--- config.mk ---
export PLATFORM = sky130hd
export DESIGN_NAME = cond_exec_ctrl
export DESIGN_NICKNAME = d
export VERILOG_FILES = /design/src/rtl/cond_pkg.sv /design/src/rtl/cond_eval.sv /design/src/rtl/cond_exec_ctrl.sv
export SDC_FILE = /design/constraint.sdc
export NUM_CORES = 1
export LEC_CHECK = 0
export CORE_ASPECT_RATIO = 1.4
export CORE_UTILIZATION = 39
export DETAILED_ROUTE_END_ITERATION = 7
export GPL_TIMING_DRIVEN = 0
export PLACE_DENSITY = 0.66
export SLEW_MARGIN = 20
export SYNTH_ARGS = -nofsm -noshare
export SYNTH_HDL_FRONTEND = slang
export SYNTH_SLANG_ARGS = --single-unit
--- constraint.sdc ---
create_clock -name clk -period 3.9 [get_ports clk]
set_input_delay 0.585 -clock clk [delete_from_list [all_inputs] [get_ports clk]]
set_output_delay 0.585 -clock clk [all_outputs]
set_load 0.05 [all_outputs]
--- src/rtl/cond_pkg.sv ---
// Shared types for the execute-stage conditional-execution controller.
// Optional feature macro used by this slice: COND_UNDEF_TRAP_EN.
package cond_pkg;

  typedef enum logic [3:0] {
    EQ = 4'b0000,
    NE = 4'b0001,
    CS = 4'b0010,
    CC = 4'b0011,
    MI = 4'b0100,
    PL = 4'b0101,
    VS = 4'b0110,
    VC = 4'b0111,
    HI = 4'b1000,
    LS = 4'b1001,
    GE = 4'b1010,
    LT = 4'b1011,
    GT = 4'b1100,
    LE = 4'b1101,
    AL = 4'b1110,
    NV = 4'b1111
  } cond_e;

  localparam int FLAG_N = 3;
  localparam int FLAG_Z = 2;
  localparam int FLAG_C = 1;
  localparam int FLAG_V = 0;

  typedef struct packed {
    logic       valid;
    logic [3:0] cond;
    logic [1:0] flag_write;
    logic       reg_write;
    logic       mem_write;
    logic       pc_src;
  } e_ctrl_t;

  localparam e_ctrl_t E_BUBBLE = '0;

  typedef enum logic {
    ST_RUN,
    ST_SQUASH
  } exec_state_e;

endpackage

--- src/rtl/cond_eval.sv ---
// Pure combinational condition-field decode against the current NZCV flags.
// COND_UNDEF_TRAP_EN makes cond=1111 report undef instead of silently never passing.
module cond_eval
  import cond_pkg::*;
(
  input  logic [3:0] cond,
  input  logic [3:0] flags,
  output logic       pass,
  output logic       undef
);

  logic n, z, c, v, ge;

  assign n  = flags[FLAG_N];
  assign z  = flags[FLAG_Z];
  assign c  = flags[FLAG_C];
  assign v  = flags[FLAG_V];
  assign ge = (n == v);

  always_comb begin
    pass  = 1'b0;
    undef = 1'b0;
    case (cond_e'(cond))
      EQ: pass = z;
      NE: pass = ~z;
      CS: pass = c;
      CC: pass = ~c;
      MI: pass = n;
      PL: pass = ~n;
      VS: pass = v;
      VC: pass = ~v;
      HI: pass = c & ~z;
      LS: pass = ~(c & ~z);
      GE: pass = ge;
      LT: pass = ~ge;
      GT: pass = ~z & ge;
      LE: pass = ~(~z & ge);
      AL: pass = 1'b1;
      NV: begin
        // NV never passes; with the trap build it additionally flags the slot.
        pass = 1'b0;
`ifdef COND_UNDEF_TRAP_EN
        undef = 1'b1;
`else
        undef = 1'b0;
`endif
      end
    endcase
  end

endmodule

--- src/rtl/cond_exec_ctrl.sv ---
// E-stage control register, NZCV register and branch squash FSM for the ARM pipeline.
// Honours COND_UNDEF_TRAP_EN through cond_eval (undef_e stays 0 when the macro is undefined).
module cond_exec_ctrl
  import cond_pkg::*;
#(
  parameter int SQUASH_CYCLES = 1
) (
  input  logic       clk,
  input  logic       reset,
  input  logic       stall_e,
  input  logic       flush_e,
  input  logic [3:0] cond_d,
  input  logic [1:0] flag_write_d,
  input  logic       reg_write_d,
  input  logic       mem_write_d,
  input  logic       pc_src_d,
  input  logic [3:0] alu_flags_e,
  output logic       reg_write_e,
  output logic       mem_write_e,
  output logic       pc_src_e,
  output logic       cond_ex_e,
  output logic       flush_fd,
  output logic [3:0] flags_q,
  output logic       undef_e
);

  localparam logic [2:0] SQUASH_LOAD =
    (SQUASH_CYCLES > 0) ? 3'(SQUASH_CYCLES - 1) : 3'd0;

  e_ctrl_t     e_q, e_d;
  logic [3:0]  flags_d;
  exec_state_e state_q, state_d;
  logic [2:0]  cnt_q, cnt_d;
  logic        cond_pass, cond_undef, active;

  cond_eval u_cond_eval (
    .cond  (e_q.cond),
    .flags (flags_q),
    .pass  (cond_pass),
    .undef (cond_undef)
  );

  // A stalled or empty slot must have no side effects at all.
  assign active      = e_q.valid & ~stall_e;
  assign cond_ex_e   = active & cond_pass;
  assign undef_e     = active & cond_undef;
  assign reg_write_e = e_q.reg_write & cond_ex_e;
  assign mem_write_e = e_q.mem_write & cond_ex_e;
  assign pc_src_e    = e_q.pc_src & cond_ex_e;
  assign flush_fd    = pc_src_e;

  always_comb begin
    e_d = e_q;
    if (flush_e || state_q == ST_SQUASH) begin
      e_d = E_BUBBLE;
    end else if (!stall_e) begin
      e_d.valid      = 1'b1;
      e_d.cond       = cond_d;
      e_d.flag_write = flag_write_d;
      e_d.reg_write  = reg_write_d;
      e_d.mem_write  = mem_write_d;
      e_d.pc_src     = pc_src_d;
    end
  end

  always_comb begin
    flags_d = flags_q;
    if (cond_ex_e) begin
      if (e_q.flag_write[1]) begin
        flags_d[FLAG_N] = alu_flags_e[FLAG_N];
        flags_d[FLAG_Z] = alu_flags_e[FLAG_Z];
      end
      if (e_q.flag_write[0]) begin
        flags_d[FLAG_C] = alu_flags_e[FLAG_C];
        flags_d[FLAG_V] = alu_flags_e[FLAG_V];
      end
    end
  end

  // Squash length counts unstalled cycles so a stall cannot shorten the bubble train.
  always_comb begin
    state_d = state_q;
    cnt_d   = cnt_q;
    case (state_q)
      ST_RUN: begin
        if (pc_src_e && (SQUASH_CYCLES > 0)) begin
          state_d = ST_SQUASH;
          cnt_d   = SQUASH_LOAD;
        end
      end
      ST_SQUASH: begin
        if (!stall_e) begin
          if (cnt_q == 3'd0) begin
            state_d = ST_RUN;
          end else begin
            cnt_d = cnt_q - 3'd1;
          end
        end
      end
    endcase
  end

  always_ff @(posedge clk) begin
    if (reset) begin
      e_q     <= E_BUBBLE;
      flags_q <= 4'b0000;
      state_q <= ST_RUN;
      cnt_q   <= 3'd0;
    end else begin
      e_q     <= e_d;
      flags_q <= flags_d;
      state_q <= state_d;
      cnt_q   <= cnt_d;
    end
  end

endmodule

==> out/metrics.yaml, run 1 <==
status: "completed"
dieWidth_um: 46.0
crit_type: "in2out"
synth_nets: 135
hold_path.class: "reg2reg"
utilization_pct: 53.7
grt_usage_pct: 15.8
synth_edf_count: 0
ys_ff_latch: 18
synthArstFlopShare_pct: 0
slowest_delay_ns: 0.79
final_cell_mix: "clkdlybuf4s50_1 (25), dfxtp_1 (18), mux2i_1 (14), nand2_1 (14), nor2_1 (11)"
dp_hpwl_um: 1610
synth_area_leaders: "dfxtp_1 (34%), mux2i_1 (13%), nand2_1 (5.0%)"
final_cells: 181
root_buffer: "clkbuf_4"
seq_area_frac_synth_pct: 34.0
reg2reg_slack_ns: 2.10
drt-total-wl_um: 2020
setup_viol: 0
synth_top_area_share_pct: 34.0
rsz0062_at_grt: "false"
drt_iter0_drc: 21
max_freq_mhz: 285
avgRoutedWirePerCell_um: 11.2
antenna_left: 0
irDropWorstVdd_mv: 0.221
netSwitchingFraction_pct: 23.1
antennaDiodeCount: 0
rows: 22
clkSinkCount: 18
dr.pass1.iters: 3
hold-worst-slack_ns: 0.463
yosys.area.top_type: "dfxtp_1"
final_common_cell: "clkdlybuf4s50_1"
overflow: 0
dieArea_sq_um: 2930
layout-drive-gt1-share_pct: 11.0
worst_slew_pin_slew_ns: 0.682
cts_resized: 0
total_power_mw: 0.351
pwr-share-comb_pct: 13.5
ios: 27
synth_area_per_cell_sq_um: 9.13
p_int_mw: 0.270
core_sq_um: 2590
drc_errors: 0
path_buf_inv: 3
critPathRequiredTime_ns: 3.31
syn_inst: 116
cp_max_fo: 8
grt_pass1_vias: 855
fp.dieH_um: 63.6
cts_tree: "done"
avgViaCountPerCell: 4.96
maxSlewViolCount: 0
fin_nets: 165
critPathMostFrequentCell: "clkdlybuf4s50_1"
finalCriticalPeriod_ns: 3.50
period_share_pct: 89.9
insertion_delay_ns: 0.29
yosysWarningCount: 0
syn_area_sq_um: 1060
grt_antenna_before_repair: 0
cts_buffer_depth: 2
fin_tns_setup_ns: 0
hold_viol_final: 0
crit_chain: "clkdlybuf4s50_1 > nor2_1 > o21ai_1 > o21ai_2 > and2_1 > buf_4 > clkdlybuf4s50_1"
area_delta_synth_final_pct: 31.3
grt_max_degree: 11
dr_total_vias: 898
grt_pass1_wl_um: 3570
cts_hold_buf: 0
slew_headroom_pct: 54.6
worst_path_max_delay_cell: "clkdlybuf4s50_1"
h-tree-depth: 1
cts_buffers: 3
power_density_nw_per_um2: 252
path_delay_family: "buffers and inverters"
fin_worst_skew_ns: 0.00278
worstSetupStartpointType: "primary input"
post-cts-setup-buffer-count: 0
cap_viol_max_count: 0
synthFlopType: "dfxtp_1"
p_switching_mw: 0.0809
dp.cells: 177
clkPwrFrac_pct: 32.5
p_leak_nw: 0.490
initial_core_util_pct: 40.9
p_seq_share_pct: 54.0
clk_pin_slew_worst_paths_ns: 0.10
io_buffers: 25
crit_path_end_kind: "output port"
cp_data_arrival_time_ns: 2.92
ys_types: 40
gp_congestion: 0.824
-- synthesized netlist by cell type (2+ instances only) --
master,n
dfxtp_1,18
mux2i_1,14
nand2_1,14
nor2_1,11
inv_1,6
a211oi_1,4
and2_1,3
buf_4,3
nand2b_1,3
a31oi_2,2
ha_1,2
nand3b_1,2
nor2b_1,2
o2111ai_1,2
o21ai_0,2
o31ai_2,2
or3b_1,2
xnor2_1,2
-- state kept, by name, indices dropped and copies added, names as in the netlist --
name and flops:
flags_q 4, state_q 1, cnt_q 3, e_q 10
-- final cells by class --
cell class	instances	area [sq um]
fillers	274	1200
multi-input cells	85	631
flip-flops and latches	18	360
repair buffers	25	250
well taps	36	45.0
plain buffers	6	41.3
clock buffers	4	36.3
inverters	7	26.3
-- routing by layer --
| layer | GRT usage (%) | vias to the layer above | wire (um) |
|---|---|---|---|
| met5 | 0 | - | 0 |
| li1 | - | 463 | - |
| met4 | 4.41 | 0 | 16 |
| met3 | 1.72 | 2 | 45 |
| met2 | 27.3 | 11 | 1080 |
| met1 | 19.6 | 422 | 879 |
-- metrics by stage --
stage               setup slack [ns]  area [sq um]
floorplan                      0.533          1060
global placement               0.440          1350
detailed placement             0.391          1350
CTS                            0.364          1390
global route                   0.200          1390
finish                         0.395          1390
-- power by group through the flow --
stage                     Clock [mW]  Sequential (mW)  Combinational (mW)
after global routing           0.123            0.190              0.0521
after detailed placement           0            0.194              0.0475
after CTS                      0.118            0.190              0.0477
after floorplan                    0            0.193              0.0262
after global placement             0            0.194              0.0465
final                          0.114            0.190              0.0473
-- final timing paths --
path,from,endpoint,depth (start not counted)
setup / recovery,stall_e,pc_src_e,7
hold / removal,e_q[9],e_q[9],2
setup reg to reg,e_q[5],flags_q[0],5
hold reg to reg,e_q[9],e_q[9],2
-- kinds of logic (layout without fill, tap and decap cells) --
group                    after synthesis  count (layout)  share of synthesized area (%)
AND/OR/NAND/NOR                       43              43                           21.2
AO/OA/AOI/OAI                         22              22                           20.0
flip-flops                            18              18                           34.0
multiplexers                          14              14                           13.2
buffers and inverters                 13              42                           6.38
XOR/XNOR                               3               3                           2.48
adder cells (fa/ha/maj)                2               2                           2.36
other                                  1               1                          0.354
-- tightest hold or removal path, delay by kind of cell, from the launching register on --
family | cells | cell delay, ns
AOI/OAI and AO/OA | 1 | 0.06
DFF | 1 | 0.31
buffers and inverters | 1 | 0.06
Power figures use the tool's default switching activity.
==> inputs of run 2 (changes only) <==
--- a/config.mk
+++ b/config.mk
@@ -9,7 +9,9 @@
 export CORE_UTILIZATION = 39
 export DETAILED_ROUTE_END_ITERATION = 7
 export GPL_TIMING_DRIVEN = 0
-export PLACE_DENSITY = 0.66
+export PLACE_DENSITY = 0.69
+export REMOVE_ABC_BUFFERS = 1
+export SKIP_CTS_REPAIR_TIMING = 1
 export SLEW_MARGIN = 20
 export SYNTH_ARGS = -nofsm -noshare
 export SYNTH_HDL_FRONTEND = slang
==> constraint.sdc (replaced) <==
create_clock -name clk -period 3 [get_ports clk]
set_input_delay 0.45 -clock clk [delete_from_list [all_inputs] [get_ports clk]]
set_output_delay 0.45 -clock clk [all_outputs]
set_load 0.05 [all_outputs]
==> out/metrics.yaml, run 2 (synthesized netlist as in run 1, its figures left out) <==
utilization_pct: 52.2  # was 53.7%
fin_nets: 159  # was 165
crit_type: "reg2out"  # was in2out
fill_cells: 269  # was 274
layout-drive-gt1-share_pct: 10.8  # was 11.0%
crit_chain: "or3b_1 > a31oi_2 > a211oi_4 > o21ai_2 > and2_1 > dlymetal6s2s_1"  # was clkdlybuf4s50_1 > nor2_1 > o21ai_1 > o21ai_2 > and2_1 > buf_4 > clkdlybuf4s50_1
cap_viol_max_count: 0  # unchanged
dp_hpwl_um: 1620  # was 1610 um
slew_headroom_pct: 57.0  # was 54.6%
clkSinkCount: 18  # unchanged
final-seq-area_sq_um: 360  # unchanged
cts_buffer_depth: 2  # unchanged
drt-total-wl_um: 2060  # was 2020 um
hold_path.class: "reg2reg"  # unchanged
irDropWorstVdd_mv: 0.221  # about the same
worst_path_max_delay_cell: "dfxtp_1"  # was clkdlybuf4s50_1
ios: 27  # unchanged
power_density_nw_per_um2: 339  # was 252 nW/um^2
rsz0062_at_grt: "true"  # was false
grt_pass1_vias: 858  # was 855
fin_worst_skew_ns: 0.00837  # was 0.00278 ns
avgViaCountPerCell: 4.95  # was 4.96
dieArea_sq_um: 2930  # unchanged
slowest_delay_ns: 0.53  # was 0.79 ns
overflow: 0  # unchanged
largestRegisters: "e_q: 10 flops, flags_q: 4 flops, cnt_q: 3 flops"  # unchanged
drt_iter0_drc: 13  # was 21
p_leak_nw: 0.532  # was 0.490 nW
root_buffer: "clkbuf_4"  # unchanged
cp_max_fo: 11  # was 8
r2r_cells: 5  # unchanged
critPathRequiredTime_ns: 2.55  # was 3.31 ns
grt_pass1_wl_um: 3700  # was 3570 um
final_cells: 175  # was 181
cp_data_arrival_time_ns: 2.48  # was 2.92 ns
initial_core_util_pct: 40.9  # unchanged
min_path_cells: 2  # unchanged
drc_errors: 0  # unchanged
clk_pin_slew_worst_paths_ns: 0.11  # was 0.10 ns
setup_viol: 0  # unchanged
largest_reg_flops: 10  # unchanged
core_sq_um: 2590  # unchanged
grt_antenna_before_repair: 0  # unchanged
dieWidth_um: 46.0  # unchanged
avgRoutedWirePerCell_um: 11.8  # was 11.2 um
grt_max_degree: 14  # was 11
rows: 22  # unchanged
h-tree-depth: 1  # unchanged
final_cell_mix: "clkdlybuf4s50_1 (19), dfxtp_1 (18), mux2i_1 (14), nand2_1 (14), nor2_1 (10)"  # was clkdlybuf4s50_1 (25), dfxtp_1 (18), mux2i_1 (14), nand2_1 (14), nor2_1 (11)
worst_slew_pin_slew_ns: 0.644  # was 0.682 ns
antenna_left: 0  # unchanged
antennaDiodeCount: 0  # unchanged
maxSlewViolCount: 0  # unchanged
io_buffers: 25  # unchanged
status: "completed"  # unchanged
period_share_pct: 97.6
final_cell_area_sq_um: 1350  # was 1390 sq um
dr_total_vias: 867  # was 898
cts_buffers: 3  # unchanged
placed_cell_area_sq_um: 1310  # was 1350 sq um
fp.dieH_um: 63.6  # unchanged
grt_usage_pct: 17.1  # was 15.8%
gp_congestion: 0.837  # was 0.824
dp.cells: 171  # was 177
total_power_mw: 0.458  # was 0.351 mW
final_common_cell: "clkdlybuf4s50_1"  # unchanged
finalCriticalPeriod_ns: 2.93
area_delta_synth_final_pct: 27.7  # was 31.3%
max_freq_mhz: 341
crit_path_end_kind: "output port"  # unchanged
insertion_delay_ns: 0.30  # was 0.29 ns
multi_input_area_sq_um: 633  # was 631 sq um
cts_tree: "done"  # unchanged
worstSetupStartpointType: "flop"  # was primary input
dr.pass1.iters: 3  # unchanged
top_register: "e_q"  # unchanged
hold_viol_final: 0  # unchanged
## run 2: cell types whose count changed in the layout (fill, tap and decap cells not counted), sizes merged
cell,previous run,this run
clkbuf,5,6
buf,5,0
dlymetal6s2s,0,4
clkdlybuf4s50,25,19
## run 2: final timing paths
check / end / slack (ns) / from
max: pc_src_e / 0.07 / e_q[8]
min: e_q[9] / 0.48 / e_q[9]
max reg2reg: flags_q[2] / 1.08 / e_q[8]
min reg2reg: e_q[9] / 0.48 / e_q[9]
## run 2: per-layer routing
metal  routed length [um]  global-route usage [%]  part of all wire (%)
met1                  859                    20.2                    42
met2                 1100                    28.3                    53
met3                   44                    1.72                   2.1
met4                   56                    9.93                   2.7
met5                    0                       0                     0
## run 2: report_power, final
part	internal (mW)	switching, mW	total [mW]
combinational	0.0310	0.0249	0.0559
clock	0.0741	0.0790	0.153
sequential	0.243	0.00519	0.249
total	0.349	0.109	0.458
## run 2: worst max-delay path, delay by kind of cell (launching register included)
kind / cells / cell delay (ns)
compound gates: 3 / 0.63
simple gates: 2 / 0.59
buf+inv: 1 / 0.42
flops: 1 / 0.53
## run 2: cell type report
cell class	count	share of cell area, %
Multi-Input combinational cell	85	46.9
Sequential cell	18	26.7
Timing Repair Buffer	25	18.5
Tap cell	36	3.33
Clock buffer	4	2.69
Inverter	7	1.94
## run 2: per-stage QoR
step                      hold slack (ns)  setup TNS, ns  setup WS, ns
after floorplan                     0.436         -0.500        -0.250
after global placement              0.451          -2.27        -0.485
after detailed placement            0.449          -2.64        -0.560
after CTS                           0.464          -2.71        -0.579
after global routing                0.525         -0.186       -0.0951
final                               0.483              0        0.0713
